### src/rtl/intf_or_arbiter.sv
`default_nettype none
// ============================================================================
// Module      : intf_or_arbiter
// Description : Round-robin arbiter that shares one intf_or unit (a/b action
//               methods, y actionvalue method) between N requesters, with
//               one transaction in flight at a time.
// Revision    : 1.0 - initial release
// ============================================================================
module intf_or_arbiter #(
    parameter int N     = 2,
    parameter int CNT_W = 8
) (
    input  logic             CLK,
    input  logic             RST_N,
    input  logic [N-1:0]     req_valid,
    input  logic [N-1:0]     req_a,
    input  logic [N-1:0]     req_b,
    output logic [N-1:0]     req_grant,
    output logic [N-1:0]     rsp_valid,
    output logic             rsp_data,
    input  logic [N-1:0]     rsp_ready,
    output logic             a_data,
    output logic             a_en,
    input  logic             a_rdy,
    output logic             b_data,
    output logic             b_en,
    input  logic             b_rdy,
    output logic             y_en,
    input  logic             y_data,
    input  logic             y_rdy,
    output logic             busy,
    output logic [CNT_W-1:0] txn_count
);

    // A single requester still keeps a 1-bit id/pointer.
    localparam int c_ID_W = (N > 1) ? $clog2(N) : 1;

    localparam logic [1:0] c_IDLE   = 2'd0;
    localparam logic [1:0] c_ISSUE  = 2'd1;
    localparam logic [1:0] c_WAIT_Y = 2'd2;
    localparam logic [1:0] c_RESP   = 2'd3;

    logic [1:0]        r_state;
    logic [1:0]        w_next_state;
    logic [c_ID_W-1:0] r_ptr;
    logic [c_ID_W-1:0] r_id;
    logic              r_a;
    logic              r_b;
    logic              r_a_sent;
    logic              r_b_sent;
    logic              r_rsp_data;
    logic [CNT_W-1:0]  r_txn_count;

    logic              w_found;
    logic [c_ID_W-1:0] w_sel;
    logic [c_ID_W:0]   w_sum;
    logic [c_ID_W-1:0] w_ptr_next;
    logic [N-1:0]      w_grant;
    logic [N-1:0]      w_rsp_valid;
    logic              w_a_en;
    logic              w_b_en;
    logic              w_y_en;

    // Round-robin search: first valid requester starting at r_ptr, wrapping modulo N.
    always_comb begin
        w_found = 1'b0;
        w_sel   = '0;
        w_sum   = '0;
        for (int k = 0; k < N; k++) begin
            w_sum = {1'b0, r_ptr} + (c_ID_W+1)'(k);
            if (w_sum >= (c_ID_W+1)'(N)) begin
                w_sum = w_sum - (c_ID_W+1)'(N);
            end
            if (!w_found && req_valid[w_sum[c_ID_W-1:0]]) begin
                w_found = 1'b1;
                w_sel   = w_sum[c_ID_W-1:0];
            end
        end
    end

    assign w_ptr_next = (w_sel == c_ID_W'(N - 1)) ? '0 : w_sel + c_ID_W'(1);

    // Next-state logic and handshake strobes for each phase of a transaction.
    always_comb begin
        w_next_state = r_state;
        w_grant      = '0;
        w_rsp_valid  = '0;
        w_a_en       = 1'b0;
        w_b_en       = 1'b0;
        w_y_en       = 1'b0;
        case (r_state)
            c_IDLE: begin
                if (w_found) begin
                    w_grant[w_sel] = 1'b1;
                    w_next_state   = c_ISSUE;
                end
            end
            c_ISSUE: begin
                w_a_en = a_rdy & ~r_a_sent;
                w_b_en = b_rdy & ~r_b_sent;
                if ((r_a_sent | w_a_en) & (r_b_sent | w_b_en)) begin
                    w_next_state = c_WAIT_Y;
                end
            end
            c_WAIT_Y: begin
                w_y_en = y_rdy;
                if (y_rdy) begin
                    w_next_state = c_RESP;
                end
            end
            c_RESP: begin
                w_rsp_valid[r_id] = 1'b1;
                if (rsp_ready[r_id]) begin
                    w_next_state = c_IDLE;
                end
            end
            default: w_next_state = c_IDLE;
        endcase
    end

    // State register.
    always_ff @(posedge CLK or negedge RST_N) begin
        if (!RST_N) begin
            r_state <= c_IDLE;
        end else begin
            r_state <= w_next_state;
        end
    end

    // Operand/result latches, pointer, sent flags and transaction counter.
    always_ff @(posedge CLK or negedge RST_N) begin
        if (!RST_N) begin
            r_ptr       <= '0;
            r_id        <= '0;
            r_a         <= 1'b0;
            r_b         <= 1'b0;
            r_a_sent    <= 1'b0;
            r_b_sent    <= 1'b0;
            r_rsp_data  <= 1'b0;
            r_txn_count <= '0;
        end else begin
            case (r_state)
                c_IDLE: begin
                    if (w_found) begin
                        r_a   <= req_a[w_sel];
                        r_b   <= req_b[w_sel];
                        r_id  <= w_sel;
                        r_ptr <= w_ptr_next;
                    end
                end
                c_ISSUE: begin
                    if (w_a_en) r_a_sent <= 1'b1;
                    if (w_b_en) r_b_sent <= 1'b1;
                end
                c_WAIT_Y: begin
                    if (y_rdy) r_rsp_data <= y_data;
                end
                c_RESP: begin
                    if (rsp_ready[r_id]) begin
                        r_txn_count <= r_txn_count + CNT_W'(1);
                        r_a_sent    <= 1'b0;
                        r_b_sent    <= 1'b0;
                    end
                end
                default: ;
            endcase
        end
    end

    // The grant is combinational from req_valid, so it is gated to stay 0 during reset.
    assign req_grant = w_grant & {N{RST_N}};
    assign rsp_valid = w_rsp_valid;
    assign rsp_data  = r_rsp_data;
    assign a_data    = r_a;
    assign b_data    = r_b;
    assign a_en      = w_a_en;
    assign b_en      = w_b_en;
    assign y_en      = w_y_en;
    assign busy      = (r_state != c_IDLE);
    assign txn_count = r_txn_count;

endmodule
`default_nettype wire

### config.mk
export PLATFORM = sky130hd
export DESIGN_NAME = intf_or_arbiter
export DESIGN_NICKNAME = d
export VERILOG_FILES = /design/src/rtl/intf_or_arbiter.sv
export SDC_FILE = /design/constraint.sdc
export NUM_CORES = 1
export LEC_CHECK = 0
export CAP_MARGIN = 25
export CORE_MARGIN = 5
export CORE_UTILIZATION = 44
export DETAILED_ROUTE_END_ITERATION = 6
export MAX_ROUTING_LAYER = met4
export PLACE_DENSITY = 0.78
export REMOVE_ABC_BUFFERS = 1
export SETUP_SLACK_MARGIN = 0.1
export SLEW_MARGIN = 25
export SYNTH_ARGS = -nofsm -noshare
export SYNTH_HDL_FRONTEND = slang
export SYNTH_SLANG_ARGS = --single-unit
### constraint.sdc
create_clock -name CLK -period 2.3 [get_ports CLK]
set_clock_uncertainty 0.05 [all_clocks]
set_input_delay 0.575 -clock CLK [delete_from_list [all_inputs] [get_ports CLK]]
set_output_delay 0.575 -clock CLK [all_outputs]
set_load 0.05 [all_outputs]
==> flow_summary_export.csv <==
group,metric,value,unit
status,outcome,"finished, final reports clean",
sta,tightest_slew,504.7,ps
clock_tree,clk_latency,300,ps
cells_and_area,area_growth,62.25,%
cells_and_area,multiInputGateArea,533.0,µm²
sta,fin_crit_sh,93.87,%
setup_path,slowest_delay,440,ps
floorplanning,die_x,56.34,µm
synthesis,synth_edf_count,0,
cells_and_area,postLayoutCoreUtil,76.56,%
routing,initialDrtViolationCount,19,
place,dpl.hpwl,1791,µm
grt,gr-usage-met3,4.358,%
floorplanning,coreArea,2002,µm²
synthesis,yosysSeqAreaShare,45.03,%
synthesis,netlist_instances,93,
floorplanning,num_rows,16,
routing,via_per_inst,5.331,
synthesis,yosysTopAreaCellShare,45.03,%
routing,antenna_left,0,
place,dpl_cell_area,1428,µm²
routing,vias,885,
synthesis,synth_cell_types,33,
floorplanning,io_pins,33,
clock_tree,htree_levels,1,
job,drv_cap,0,
grt,antenna_found_initial,0,
routing,routedWlPerCell,14.37,µm
power,peakVddDrop,1.046,mV
clock_tree,cts_made_buffers,3,
power,clkPwrFrac,7.7,%
setup_path,crit_fanout,6,
setup_path,cpMaxStageDelayCell,"dfrtp_1",
synthesis,synth_top_cells_by_area,"dfrtp_1 (45%), ha_1 (6.6%), mux2_2 (4.8%), xor2_1 (4.6%), nor2_1 (3.2%)",
place,gp_congestion,0.7552,
floorplanning,initial_utilization,47.19,%
grt,grt_max_degree,18,
setup_path,arrival,1530,ps
sta,rsz0062_at_grt,"true",
cells_and_area,seqCellArea,426.7,µm²
synthesis,yosysTopAreaCell,"dfrtp_1",
synthesis,syn-cell-area,944.7,µm²
sta,setup_viol,0,
sta,timing.final.ws_setup,141.0,ps
routing,drc,0,
grt,grt_pass1_wl,3857,µm
synthesis,synthTopCellsByCount,"dfrtp_1 (17), nor2_1 (8), inv_1 (6)",
cells_and_area,layout.nets,159,
cells_and_area,diodes,0,
place,dp_cells,158,
clock_tree,path_clk_slew,110,ps
setup_path,critPathRequiredTime,1670,ps
synthesis,yosysMostFrequentCell,"dfrtp_1",
clock_tree,cts_num_sinks,17,
synthesis,ys_async_sr_fraction,100.0,%
sta,slew_headroom,66.30,%
setup_path,worstPathCellList,"inv_2 > ha_4 > o21a_1 > nand2_1 > nor2_2 > buf_12",
synthesis,avgSynthCellArea,10.16,µm²
power,totalPowerFinal,0.002192,W
grt,use_met2,26.88,%
setup_path,startpoint_type,"register",
power,comb_power_share,65.3,%
place,post-place-ws,-85.02,ps
sta,period_needed,2159,ps
clock_tree,cts-root-buf,"clkbuf_4",
clock_tree,cts_tree,"built",
floorplanning,dieArea,3174,µm²
routing,wl,2386,µm
power,p_int,0.001120,W
setup_path,worstSetupPathType,"register to primary output",
power,power_density,1430,nW/µm²
power,switching_share,48.90,%
cells_and_area,drive_above_1_share,28.06,%
sta,finalHoldViolCount,0,
grt,track_usage,16.29,%
routing,first_pass_iters,4,
floorplanning,die_h,56.34,µm
grt,busiest_layer,"met2",
power,pwr-share-seq,27.0,%
clock_tree,clockBufferDepth,2,
cells_and_area,stdcell_area,1533,µm²
synthesis,synth_seq_cells,17,
sta,slew_violations,0,
sta,fmax,0.4632,GHz
setup_path,endpoint_kind,"primary output",
place,port_buffers,32,
cells_and_area,n_fill_cell,138,
min_path,hold_path_class,"register to register",
synthesis,yosysWarnings,0,
power,leakage,0.6886,nW
cells_and_area,final_cells,166,
setup_path,setup.worst_path.start,"r_state[1]$_DFFE_PN0P_",
setup_path,r2r-start,"r_state[1]$_DFFE_PN0P_",
grt,grt.overflow.total,0,
grt,gr-usage-met1,16.52,%
power,power.switching,0.001072,W
synthesis,synth_flop_cell,"dfrtp_1",
min_path,hp-start,"txn_count[7]$_DFFE_PN0P_",
grt,grt_pass1_vias,905,
==> worst max-delay path, delay by kind of cell, from the launching register on <==
family	cells	cell delay, ps
AO/OA/AOI/OAI	1	140
adder cells (fa/ha/maj)	1	170
buffers and inverters	2	270
flip-flops	1	440
AND/OR/NAND/NOR	2	200
==> state kept, by name (all words and copies together) (netlist names) <==
register	cells
r_ptr	1
a_data	1
r_b_sent	1
r_id	1
r_a_sent	1
rsp_data	1
r_state	2
b_data	1
txn_count	8
==> metrics by stage <==
stage          hold slack, ps  setup TNS [ps]
6_report                437.3               0
3_5_place_dp            432.6          -164.5
3_3_place_gp            406.9          -33.57
5_1_grt                 474.2               0
4_1_cts                 446.7               0
2_1_floorplan           229.4               0
==> worst paths after layout <==
check	end	slack, ps	cells past startpoint
min in group asynchronous	txn_count[4]$_DFFE_PN0P_	680	2
max in group asynchronous	r_state[0]$_DFFE_PN0P_	1320	2
worst max-delay path	req_grant[0]	140	6
worst min-delay path	txn_count[7]$_DFFE_PN0P_	440	1
worst max register to register	r_state[1]$_DFFE_PN0P_	530	5
worst min register to register	txn_count[7]$_DFFE_PN0P_	440	1
==> metal layers <==
layer  vias up  part of all wire, %
li1        428                    -
met1       414                   41
met2        34                   50
met3         9                  6.2
met4         0                  2.7
met5         -                    0
==> power by group through the flow <==
stage	Clock, W	Combinational, W	Sequential (W)
finish	0.000170	0.00143	0.000591
global route	0.000188	0.00153	0.000613
CTS	0.000171	0.00139	0.000586
detailed placement	0	0.00135	0.000589
global placement	0	0.00133	0.000579
floorplan	0	0.000557	0.000856
==> cells in the final DEF, fill, tap and decap left out, types with 2 or more instances in the layout <==
cell type        instances
nor2_1                   6
inv_2                    2
nand3_1                  5
nor2_2                   2
o21ai_0                  3
and2_1                   3
dfrtp_1                 16
clkbuf_4                 3
mux2_2                   4
xnor2_1                  2
buf_4                   11
clkdlybuf4s50_1         17
nor3_1                   4
ha_4                     2
dlymetal6s2s_1           4
ha_1                     2
nand2_1                  4
buf_12                   8
o211ai_1                 2
a31oi_1                  2
dlygate4sd2_1            3
a21oi_1                  3
xor2_1                   5
a32o_1                   2
inv_1                    4
==> final cells by class <==
type                    instances  share of cell area (%)
clock buffers                   3                   1.469
inverters                       6                   1.469
multi-input cells              69                   34.78
flip-flops and latches         17                   27.84
clock inverters                 1                  0.3265
well taps                      27                   2.204
repair buffers                 43                   31.92
==> timing repair <==
action | in CTS | in global routing
pin swaps | 1 | 0
endpoints found under the hold margin | 0 | 0
hold buffers | 0 | 0
endpoints found under the setup margin | 5 | 7
gates resized for setup | 9 | 10
buffers inserted | 3 | 1
==> cell families after synthesis <==
logic type	Yosys count	synth area share, %
compound gates	20	14.70
fa+ha+maj	5	6.623
simple gates	32	18.15
xor+xnor	7	6.490
flops	17	45.03
mux	5	6.224
buf+inv	7	2.781
(Power assumes the default switching activity.)
==> variant (same settings) <==
Make the reset (`RST_N`) synchronous in 2 clocked blocks.
--- a/src/rtl/intf_or_arbiter.sv
+++ b/src/rtl/intf_or_arbiter.sv
@@ -119,7 +119,7 @@
     end
 
     // State register.
-    always_ff @(posedge CLK or negedge RST_N) begin
+    always_ff @(posedge CLK) begin
         if (!RST_N) begin
             r_state <= c_IDLE;
         end else begin
@@ -128,7 +128,7 @@
     end
 
     // Operand/result latches, pointer, sent flags and transaction counter.
-    always_ff @(posedge CLK or negedge RST_N) begin
+    always_ff @(posedge CLK) begin
         if (!RST_N) begin
             r_ptr       <= '0;
             r_id        <= '0;
Check against the original RTL: differs if RST_N is asserted again (counterexample within 4 cycles, from zero or initial values and one cycle with RST_N low); with RST_N held inactive, the same outputs for 10 cycles.
==> variant against the unedited design <==
Power decreased by 39%. Combinational power shrank 46%. Global-route usage up 1.2 points. Worst setup slack got worse by 0.0096 ns. Non-clock buffer count is 2 lower. Worst hold slack better by 0.0063 ns. First-iteration DRC count decreased by 68%. Cell area shrank 4.7%. Wire length grew 0.71%. Synthesized area shrank 4.4%. Synthesized cell count increased by 13%. Sequential cell count stayed put. Critical endpoint unchanged. Largest power group unchanged. Highest routed layer unchanged.
==> variant: results (changes against the unedited design) <==
setup_path:
  rr_endpoint: "txn_count[7]"
  critPathSlowestCell: "dfxtp_4"
  crit_family: "buffers and inverters"
  crit_fanout: 5  # -1
  timing.rr.start: "r_state[1]"
  startpoint: "r_state[1]"
  max_stage_delay_ns: 0.37  # -0.07 ns
  regToRegSetupSlack_ns: 0.60  # +0.07 ns
placement:
  place.gp.congestion: 0.781  # +3.4%
  dp_hpwl_um: 1890  # +5.7%
  port_buffers: 32  # unchanged
grt:
  use_met3: 0.0653  # +0.0217
  grtUsageTotal: 0.175  # +0.0123
  grtUsageMet2: 0.302  # +0.0336
  grt_pass1_vias: 892  # -1.4%
  grt_max_degree: 12  # -6
  grt_pass1_wl_um: 4160  # +7.9%
  grtUsageMet1: 0.181  # +0.0161
power_and_ir_drop:
  vdd_drop_max_mv: 0.882  # -16%
  power.internal_mw: 0.771  # -31%
  p_leak_nw: 0.652  # -5.3%
synthesis:
  yosys_warnings: 0  # unchanged
  synthTopCellsByArea: "dfxtp_1, ha_1, nor2_1"
  postSynth.asyncResetShare: 0  # -1.00
  synthTopCellsByCount: "dfxtp_1, nor2_1, nand2_1"
  yosysUniqueCellTypes: 32  # -3.0%
  ys_seq_area_frac: 0.377  # -0.0736
drt:
  drtIter0Drc: 6  # -13
  wl_um: 2400  # +0.71%
  dr.pass1.iters: 2  # -2
  vias: 871  # -1.6%
clock_network:
  clock_latency_ns: 0.30  # about the same
  htree_levels: 1  # unchanged
  clockBufferDepth: 2  # unchanged
  numCtsBuffers: 3  # unchanged
finish:
  fin_nets: 167  # +5.0%
  drive_gt1_frac: 0.286  # +0.00514
  largest_register_ffs: 8  # unchanged
min_path:
  min_from: "txn_count[1]"
  hold_end: "txn_count[1]"
  hold_depth: 2  # +1
status:
  status: "completed"
timing:
  worstMarginPinSlew_ns: 0.507  # +0.00227 ns
floorplanning:
  core_um2: 1960  # -2.0%
variant: cell count changes in the layout (fill, tap and decap cells not counted), sizes merged, moves of 3 or more:
cell,change
dfrtp,-17
dfxtp,+17
nand2,+8
nor2,+6
mux2i,+4
a21oi,+3
mux2,-3
variant: what timing repair did:
item	4_1_cts	5_1_grt
buffers inserted	1	0
endpoints found under the hold margin	0	0
pin swaps	1	1
resized for setup	15	9
hold buffers	0	0
endpoints found under the setup margin	3	9
variant: power by group through the flow:
stage	combinational [mW]	sequential [mW]	clock, mW
final	0.777	0.405	0.163
after global routing	0.834	0.413	0.186
after CTS	0.764	0.396	0.169
after detailed placement	0.713	0.398	0
after global placement	0.697	0.395	0
after floorplan	0.386	0.437	0
variant: per-stage QoR:
step	cell area, um^2	worst slack [ns]	hold WS [ns]	cells	utilization
2_1_floorplan	891	-1.80	0.421	102	-
3_3_place_gp	1390	-0.102	0.425	169	0.706
3_5_place_dp	1390	-0.128	0.430	169	0.706
4_1_cts	1440	0.111	0.455	174	0.735
5_1_grt	1460	0.0649	0.480	174	0.745
6_report	1460	0.131	0.444	174	0.745
variant: per-layer routing:
metal	share of wire	vias up
met4	0.014	0
met1	0.42	399
met5	0	-
met2	0.51	24
met3	0.060	4
li1	-	444
variant: worst max path at each step:
stage / endpoint / depth (start not counted)
2_1_floorplan: req_grant[0] / 4
3_3_place_gp: req_grant[0] / 5
3_5_place_dp: req_grant[0] / 5
4_1_cts: req_grant[0] / 6
5_1_grt: req_grant[0] / 6
6_report: req_grant[0] / 6
variant: logic make-up after synthesis:
kind of cell,after synthesis,synth area share
xor+xnor,7,0.0679
compound gates,18,0.133
fa+ha+maj,5,0.0693
simple gates,44,0.247
mux,6,0.0720
buf+inv,8,0.0346
flops,17,0.377
variant: layout make-up:
type / instances / area [um^2]
multi-input combinational: 80 / 559
tap: 27 / 33.8
clock buffer: 4 / 26.3
fill: 165 / 500
sequential: 17 / 345
inverter: 5 / 23.8
timing repair buffer: 41 / 473
variant: worst register-to-register path, cell delays in order, from the launching register on:
cell and delay (ns):
dfxtp_4 0.38, ha_1 0.38, nand4_1 0.24, nor4_2 0.34, xnor2_1 0.16, nor2_1 0.06
